===== config.mk =====
export PLATFORM = sky130hd
export DESIGN_NAME = score_tracker
export DESIGN_NICKNAME = d
export VERILOG_FILES = /design/src/rtl/score_pkg.sv /design/src/rtl/bcd_incr.sv /design/src/rtl/score_tracker.sv
export SDC_FILE = /design/constraint.sdc
export NUM_CORES = 1
export LEC_CHECK = 0
export ABC_AREA = 1
export CAP_MARGIN = 20
export CELL_PAD_IN_SITES_DETAIL_PLACEMENT = 0
export CELL_PAD_IN_SITES_GLOBAL_PLACEMENT = 2
export CORE_ASPECT_RATIO = 1.2
export CORE_MARGIN = 2
export CORE_UTILIZATION = 31
export DETAILED_ROUTE_END_ITERATION = 10
export GPL_TIMING_DRIVEN = 0
export HOLD_SLACK_MARGIN = 0.03
export PLACE_DENSITY = 0.88
export SETUP_SLACK_MARGIN = 0.5
export SLEW_MARGIN = 30
export SYNTH_ARGS = -nofsm -noshare
export SYNTH_HDL_FRONTEND = slang
export SYNTH_SLANG_ARGS = --single-unit

===== constraint.sdc =====
create_clock -name clk_i -period 2.5 [get_ports clk_i]
set_input_delay 0.625 -clock clk_i [delete_from_list [all_inputs] [get_ports clk_i]]
set_output_delay 0.625 -clock clk_i [all_outputs]
set_load 0.01 [all_outputs]

===== src/rtl/score_pkg.sv =====
// score_pkg: shared types, widths and BCD compare for the score/game-state logic
package score_pkg;
  localparam int LIVES_W   = 3;
  localparam int BCD_MAX_W = 64;
  typedef logic [3:0] bcd_digit_t;
  typedef enum logic [1:0] {IDLE, PLAY, OVER} tracker_state_t;
  // Valid BCD orders like unsigned binary, so MSD-first digit compare is a plain
  // unsigned compare of the zero-extended packed vectors.
  function automatic logic bcd_gt(input logic [BCD_MAX_W-1:0] a, input logic [BCD_MAX_W-1:0] b);
    return a > b;
  endfunction
endpackage


===== src/rtl/bcd_incr.sv =====
// bcd_incr: combinational BCD +1 over DIGITS digits, wrapping all-nines to zero
//   d_i : packed BCD operand
//   q_o : d_i + 1, modulo 10^DIGITS
module bcd_incr
  import score_pkg::*;
#(
  parameter int DIGITS = 1
) (
  input  bcd_digit_t [DIGITS-1:0] d_i,
  output bcd_digit_t [DIGITS-1:0] q_o
);
  logic c;
  always_comb begin
    c = 1'b1;
    for (int i = 0; i < DIGITS; i++) begin
      q_o[i] = c ? ((d_i[i] == 4'd9) ? 4'd0 : d_i[i] + 4'd1) : d_i[i];
      c = c && (d_i[i] == 4'd9);
    end
  end
endmodule


===== src/rtl/score_tracker.sv =====
// score_tracker: lives, extra-life awards, game-over detection and high-score retention
//   clk_i, reset_i (async, active-high)  score_i: BCD score  game_start_i / ship_lost_i: 1-cycle events
//   lives_o, high_score_o, game_over_o, bonus_pulse_o, new_high_o: registered HUD/sound outputs
//   HIGH_SCORE_LIVE_EN: high score tracks the score live during play, new_high becomes sticky
module score_tracker
  import score_pkg::*;
#(
  parameter int DIGITS      = 4,
  parameter int BONUS_DIGIT = 3,
  parameter int START_LIVES = 3,
  parameter int MAX_LIVES   = 7
) (
  input  logic                clk_i,
  input  logic                reset_i,
  input  logic [4*DIGITS-1:0] score_i,
  input  logic                game_start_i,
  input  logic                ship_lost_i,
  output logic [LIVES_W-1:0]  lives_o,
  output logic [4*DIGITS-1:0] high_score_o,
  output logic                game_over_o,
  output logic                bonus_pulse_o,
  output logic                new_high_o
);
  localparam int PW = DIGITS - BONUS_DIGIT;
  tracker_state_t state_q, state_d;
  logic [LIVES_W-1:0] lives_q, lives_d;
  logic [4*DIGITS-1:0] high_q, high_d;
  logic [4*PW-1:0] mark_q, mark_d, mark_inc, prefix;
  logic bonus_q, new_high_q, new_high_d, award, play, gt;
  assign prefix = score_i[4*DIGITS-1:4*BONUS_DIGIT];
  assign play   = state_q == PLAY;
  // The mark chases the score prefix one step per cycle, so jumps and wraps drain as a pulse train.
  assign award  = play && (mark_q != prefix);
  assign gt     = bcd_gt(BCD_MAX_W'(score_i), BCD_MAX_W'(high_q));
  bcd_incr #(.DIGITS(PW)) u_mark_incr (.d_i(mark_q), .q_o(mark_inc));
  always_comb begin
    state_d = state_q;
    lives_d = lives_q;
    high_d  = high_q;
    mark_d  = mark_q;
    if (!play) begin
      mark_d = prefix;
      if (game_start_i) begin
        state_d = PLAY;
        lives_d = LIVES_W'(START_LIVES);
      end
    end else if (award) begin
      mark_d = mark_inc;
      if (!ship_lost_i && lives_q < LIVES_W'(MAX_LIVES)) lives_d = lives_q + 1'b1;
    end else if (ship_lost_i) begin
      lives_d = lives_q - 1'b1;
      if (lives_q == LIVES_W'(1)) begin
        state_d = OVER;
        high_d  = gt ? score_i : high_q;
      end
    end
`ifdef HIGH_SCORE_LIVE_EN
    if (play && gt) high_d = score_i;
    new_high_d = (state_d == PLAY) && (new_high_q || (play && gt));
`else
    new_high_d = (state_d == PLAY) && gt;
`endif
  end
  always_ff @(posedge clk_i or posedge reset_i)
    if (reset_i) begin
      state_q    <= IDLE;
      lives_q    <= '0;
      high_q     <= '0;
      mark_q     <= '0;
      bonus_q    <= 1'b0;
      new_high_q <= 1'b0;
    end else begin
      state_q    <= state_d;
      lives_q    <= lives_d;
      high_q     <= high_d;
      mark_q     <= mark_d;
      bonus_q    <= award;
      new_high_q <= new_high_d;
    end
  assign lives_o       = lives_q;
  assign high_score_o  = high_q;
  assign game_over_o   = state_q != PLAY;
  assign bonus_pulse_o = bonus_q;
  assign new_high_o    = new_high_q;
endmodule


==> reports/summary.md, run 1 <==
* finished, final reports clean — outcome
* sky130_fd_sc_hd__dfrtp_1 37%, sky130_fd_sc_hd__nand2_1 14%, sky130_fd_sc_hd__ha_1 13% — largest cells by area after synthesis
* 1310 ps — crit path DAT
* 0 — total of endpoints with negative setup slack in the final report
* 1.556 ps — skew final
* primary output — type of element capturing the critical path
* 0.7730 — post-route clock period utilization
* 74.05 microns — width of the die
* 0.3701 — register area share after synthesis
* 3 — clock buffers created by TritonCTS
* 4.679 — post-DR vias/cell
* 0 — initial antenna violation count
* 280 ps — Clock Latency Late Sink
* 720 ps — FF-to-FF setup slack
* 43.39% — synthesis-to-finish area growth
* sky130_fd_sc_hd__clkbuf_8 — master cell of the clock root buffer
* reg2reg — Min-Delay Path Class
* 4 — DR pass1 iterations
* 88.06 microns — Die Y-Extent
* buffers and inverters — kind of cell adding the most delay to the critical path
* 0.3221 — Initial Util
* 814.1 nW/um^2 — P per Cell Area
* 100 ps — clock-pin slew reported for the worst setup and hold paths after clock tree synthesis
* 0.3501 mV — maximum resistive drop on vdd
* 1826 sq um — post-synth design cell area
* 3.116 mm — HPWL Detailed
* 0 — yosys warns
* 8.007 sq um — Post-Synthesis Mean Instance Area
* 45 — iteration-0 DRC count of the detailed router
* 28 — maximum number of pins on one net before global-route repair
* 68 x sky130_fd_sc_hd__nand2_1, 34 x sky130_fd_sc_hd__inv_1, 27 x sky130_fd_sc_hd__dfrtp_1, 19 x sky130_fd_sc_hd__ha_1, 19 x sky130_fd_sc_hd__nand4_1 — top post-synthesis cells by count
* 1 — crit path buf inv count
* 1932 ps — minimum period implied by the final worst setup slack
* 0.1690 — proportion of layout cells with a drive suffix above 1
* 1,703 — vias after detailed routing
* done — CTS tree
* 1.306 nW — leakage power figure
* 0 — final hold viol count
* 0.7767 — placer congestion estimate
* 0 — number of maximum-capacitance constraint violations
* 570 ps — crit-path max cell delay
* no — RSZ-0062 raised after global routing
* 0.1510 — global router's overall resource usage
* flop — CP startpoint kind
* 0.3701 — area fraction of the dominant cell type after synthesis
* 7.721 mm — wire length of the first global-routing pass
* 30 — num rows
* 228 — synthesized instance count
* 41 — PortBufs
* 517.5 MHz — FMAX
* sky130_fd_sc_hd__clkdlybuf4s50_1 — slowest stage cell, crit path
* 0 — DRC violation count after routing
* sky130_fd_sc_hd__nand2_1 — top-count cell post-synth
* 2 — Clock Tree Buf Depth
* 0 — max-slew violations
* reg2out — type of the setup path with the least slack
* sky130_fd_sc_hd__dfrtp_1 — library cell with the largest summed area after synthesis
* -384.3 ps — worst-case setup slack after placement
* 1 — Worst path depth
* lives_o[2] — CP Capture Point
* 324 — fin nets
* 4.639 mm — routed wire length
* 27 — clock sink count
* 5668 sq um — Core Footprint
* 12.74 microns — post-detailed-route wirelength per cell
* 0 — global-route congestion overflow total
* 1 — H-tree depth
* 9 — FF-to-FF path depth
* 29 — number of distinct library cells after synthesis
* lives_o[2] — launch point of the worst path
* high_score_o[6] — reg-to-reg endpoint
* 1880 ps — required time at the worst-slack endpoint
* sky130_fd_sc_hd__dfrtp_1 — Synth Flop Type
* 0 — number of diodes added for antenna fixing
* 1.000 — Post-synth ARST share
* 5 — crit-path max FO
* 619.1 ps — slew at the pin closest to its max-slew limit
* 6521 sq um — Die Outline Area
* 567.6 ps — fin worst setup slack
* clkdlybuf4s50_1 — CP cell instances
* 0 — number of flops mapped to enable cells by yosys
* 42 — ports placed on the boundary
* 267 — Synth Net Count
* 1,667 — number of global-route vias before repair
* 0.5866 — tightest slew margin relative to the limit
* 0 — remaining antenna violation count
* 27 — number of synthesized register bits
* high_score_o[15] — launch point of the worst reg-to-reg path
* 0 ps — sum of negative setup slack
==> kinds of logic after synthesis <==
family / count (synthesis) / synth area share
AOI/OAI and AO/OA: 20 / 0.06238
xor gates and xnor gates: 6 / 0.03291
adders and majority gates: 19 / 0.1302
buffers and inverters: 40 / 0.09321
DFF: 27 / 0.3701
and+or+nand+nor: 116 / 0.3112
==> cell type report <==
class / count / area (sq um)
fillers: 572 / 3050
multi-input cells: 161 / 1090
flip-flops and latches: 27 / 675.6
repair buffers: 52 / 508.0
inverters: 35 / 131.4
well taps: 80 / 100.1
plain buffers: 5 / 66.31
clock buffers: 3 / 41.29
clock inverters: 1 / 5.005
==> how the worst min path moves through the flow <==
stage / to / slack, ps / cells after the start / startpoint
global placement: high_score_o[8] / 480 / 2 / high_score_o[8]
finish: high_score_o[7] / 500 / 2 / high_score_o[7]
detailed placement: high_score_o[2] / 480 / 2 / high_score_o[2]
floorplan: state_q[0] / 480 / 2 / state_q[0]
global route: high_score_o[7] / 540 / 2 / high_score_o[7]
CTS: high_score_o[2] / 510 / 2 / high_score_o[2]
==> repair_timing <==
action,in CTS,in global routing
resized for setup,30,20
gates cloned,1,1
setup endpoints to repair,21,17
hold buffers,0,0
setup buffers,9,0
pin swaps,10,13
==> layout by cell type, fill, tap and decap left out, drive strengths merged <==
master / count
clkinv: 1
ha: 19
xnor2: 2
a21oi: 8
a22oi: 2
nor2: 14
clkdlybuf4s15: 1
xor2: 4
buf: 13
dfrtp: 27
o211ai: 1
nand3: 11
inv: 35
nand2: 70
clkdlybuf4s50: 24
nor3: 2
dlymetal6s2s: 5
a21o: 1
dlygate4sd2: 7
o22ai: 1
clkbuf: 10
nand4: 19
o21ai: 6
o31ai: 1
==> through the flow <==
stage	utilization	instances	total power, mW	instance area, sq um	hold WS, ps
after floorplan	-	228	1.387	1826	477.1
after global placement	0.4121	349	1.790	2336	477.9
after detailed placement	0.4121	349	1.794	2336	482.4
after CTS	0.4459	363	2.117	2527	507.5
after global routing	0.4618	364	2.353	2618	535.2
final	0.4618	364	2.131	2618	502.0
==> registers in the layout (all words and copies together) (netlist names) <==
| name | flops |
|---|---|
| mark_q | 4 |
| lives_o | 3 |
| high_score_o | 16 |
| new_high_o | 1 |
| state_q | 2 |
| bonus_pulse_o | 1 |
==> metal layers <==
metal	share of wire	vias up	wire, microns	global-route usage
li1	-	858	-	-
met1	0.45	804	2090	0.1959
met2	0.51	37	2343	0.2622
met3	0.037	4	173	0.01841
met4	0.0069	0	32	0.04132
met5	0	-	0	0
==> report_power, final <==
part | switching, mW | internal [mW]
sequential | 0.127 | 0.580
combinational | 0.611 | 0.548
clock | 0.153 | 0.112
total | 0.891 | 1.24
Power figures use the tool's default switching activity.
==> run 2: changes to the inputs <==
- CORE_UTILIZATION: 31 -> 26
- PLACE_DENSITY: 0.88 -> 0.79
- clock period: 2.5 -> 1.55 ns (I/O delays scaled with it)
==> reports/summary.md, run 2 (synthesis gave the netlist of run 1 again) <==
* 53 x sky130_fd_sc_hd__buf_6, 43 x sky130_fd_sc_hd__nand2_1, 31 x sky130_fd_sc_hd__buf_4, 26 x sky130_fd_sc_hd__dfrtp_1, 24 x sky130_fd_sc_hd__inv_1 — leading cell types in the layout, fill and taps excluded
* 13.33 microns — post-detailed-route wirelength per cell
* 0 — global-route congestion overflow total
* 28 — maximum number of pins on one net before global-route repair
* 1387 nW/um^2 — P per Cell Area
* 45 — iteration-0 DRC count of the detailed router
* 0.2680 — Initial Util
* 5.527 ps — skew final
* 0 — remaining antenna violation count
* 0.5017 — utilization after layout
* 2 — Clock Tree Buf Depth
* 1,994 — number of global-route vias before repair
* 0.7301 mV — maximum resistive drop on vdd
* 80.49 microns — width of the die
* 100 ps — clock-pin slew reported for the worst setup and hold paths after clock tree synthesis
* 0 — DRC violation count after routing
* 0.4912 — proportion of layout cells with a drive suffix above 1
* 95.79 microns — Die Y-Extent
* yes — RSZ-0062 raised after global routing
* 1,914 — vias after detailed routing
* complete, but fails checks — outcome
* 10 — FF-to-FF path depth
* 390 ps — crit-path max cell delay
* in2reg — Min-Delay Path Class
* 511.2 ps — slew at the pin closest to its max-slew limit
* 1.129 — post-route clock period utilization
* 0 — number of buffers added to fix hold violations after cts
* negative setup slack — violated checks
* 280 ps — Clock Latency Late Sink
* 42 — ports placed on the boundary
* 27 — clock sink count
* 6813 sq um — Core Footprint
* 0.1545 — global router's overall resource usage
* inv_1 > ha_4 > nand2_2 > nor3_4 > buf_6 > nand3_4 > nand3_4 > buf_8 > nand2_1 > nand2_1 — CP cell instances
* 0.7877 — placer congestion estimate
* 6 — crit-path max FO
* 0 — max-slew violations
* 3 — Worst Hold Depth
* flop — CP startpoint kind
* 0 — initial antenna violation count
* 17 — total of endpoints with negative setup slack in the final report
* 3 — clock buffers created by TritonCTS
* 0 — number of maximum-capacitance constraint violations
* 7710 sq um — Die Outline Area
* -200.4 ps — fin worst setup slack
* sky130_fd_sc_hd__dfrtp_1 — slowest stage cell, crit path
* 4.462 — post-DR vias/cell
* 3.306 mm — HPWL Detailed
* 4 — DR pass1 iterations
* 87.25% — synthesis-to-finish area growth
* 1.682 nW — leakage power figure
* 1770 ps — required time at the worst-slack endpoint
* flop — type of element capturing the critical path
* 417.8 ps — Final Hold Slack
* sky130_fd_sc_hd__clkbuf_8 — master cell of the clock root buffer
* 16 — flip-flop count of the largest register after layout
* 9.280 mm — wire length of the first global-routing pass
* 0.6588 — tightest slew margin relative to the limit
* 1 — H-tree depth
* 33 — num rows
* 571.3 MHz — FMAX
* reg2reg — type of the setup path with the least slack
* 1750 ps — minimum period implied by the final worst setup slack
* 0 — number of diodes added for antenna fixing
* sky130_fd_sc_hd__buf_6 — most common cell after layout, fill and taps aside
* 41 — PortBufs
* 0 — final hold viol count
* 382 — fin nets
* done — CTS tree
* 5.718 mm — routed wire length
* 1970 ps — crit path DAT
## run 2: cell count changes in the layout (fill, tap and decap cells not counted), sizes merged
cell,before,now
buf,13,94
clkdlybuf4s50,24,3
dlygate4sd2,7,12
dlymetal6s2s,5,0
clkbuf,10,8
clkdlybuf4s15,1,2
inv,35,34
## run 2: final cells by class
cell class,count,area (sq um)
well taps,87,108.9
inverters,35,140.1
clock buffers,4,45.04
fillers,663,3395
plain buffers,5,81.33
multi-input cells,161,1256
repair buffers,110,1110
flip-flops and latches,27,676.9
## run 2: critical path, delay by kind of cell (launching register included)
family	cells	cell delay, ps
and+or+nand+nor	6	670
DFF	1	390
buffers and inverters	3	360
adders and majority gates	1	270
## run 2: metrics by stage
| stage | setup TNS, ps | std cells | worst slack [ps] | cell area [sq um] | power [mW] |
|---|---|---|---|---|---|
| 2_1_floorplan | -1128 | 228 | -113.9 | 1881 | 2.330 |
| 3_3_place_gp | -24500 | 356 | -898.3 | 2400 | 2.986 |
| 3_5_place_dp | -18080 | 356 | -918.9 | 2400 | 3.002 |
| 4_1_cts | -2885 | 412 | -192.0 | 3177 | 4.341 |
| 5_1_grt | -4827 | 429 | -298.3 | 3418 | 5.126 |
| 6_report | -3122 | 429 | -200.4 | 3418 | 4.742 |
## run 2: layer usage
metal  track usage  share of wire  vias up
li1              -              -      969
met5             0              0        -
met2        0.2972           0.54       33
met4       0.03390         0.0079        0
met1        0.1815           0.42      908
met3       0.01876          0.034        4
## run 2: path summary, 6_finish.rpt
kind	start	to	slack, ps
worst max-delay path	high_score_o[12]	high_score_o[8]	-200
worst min-delay path	score_i[14]	high_score_o[14]	420
worst max register to register	high_score_o[12]	high_score_o[8]	-200
worst min register to register	high_score_o[6]	high_score_o[6]	500
max in group asynchronous	reset_i	lives_o[2]	770
min in group asynchronous	reset_i	high_score_o[1]	430
## run 2: report_power, final
| group | total [mW] | internal (mW) | leakage [nW] | switching [mW] |
|---|---|---|---|---|
| registers | 1.09 | 0.937 | 0.345 | 0.148 |
| clock network | 0.432 | 0.185 | 0.0228 | 0.247 |
| logic | 3.22 | 1.75 | 1.31 | 1.48 |
## run 2: timing repair
item | 4_1_cts | 5_1_grt
setup endpoints to repair | 49 | 50
cloned | 3 | 0
pin swaps | 36 | 11
hold endpoints to repair | 0 | 0
gates resized for setup | 196 | 33
setup buffers | 49 | 17
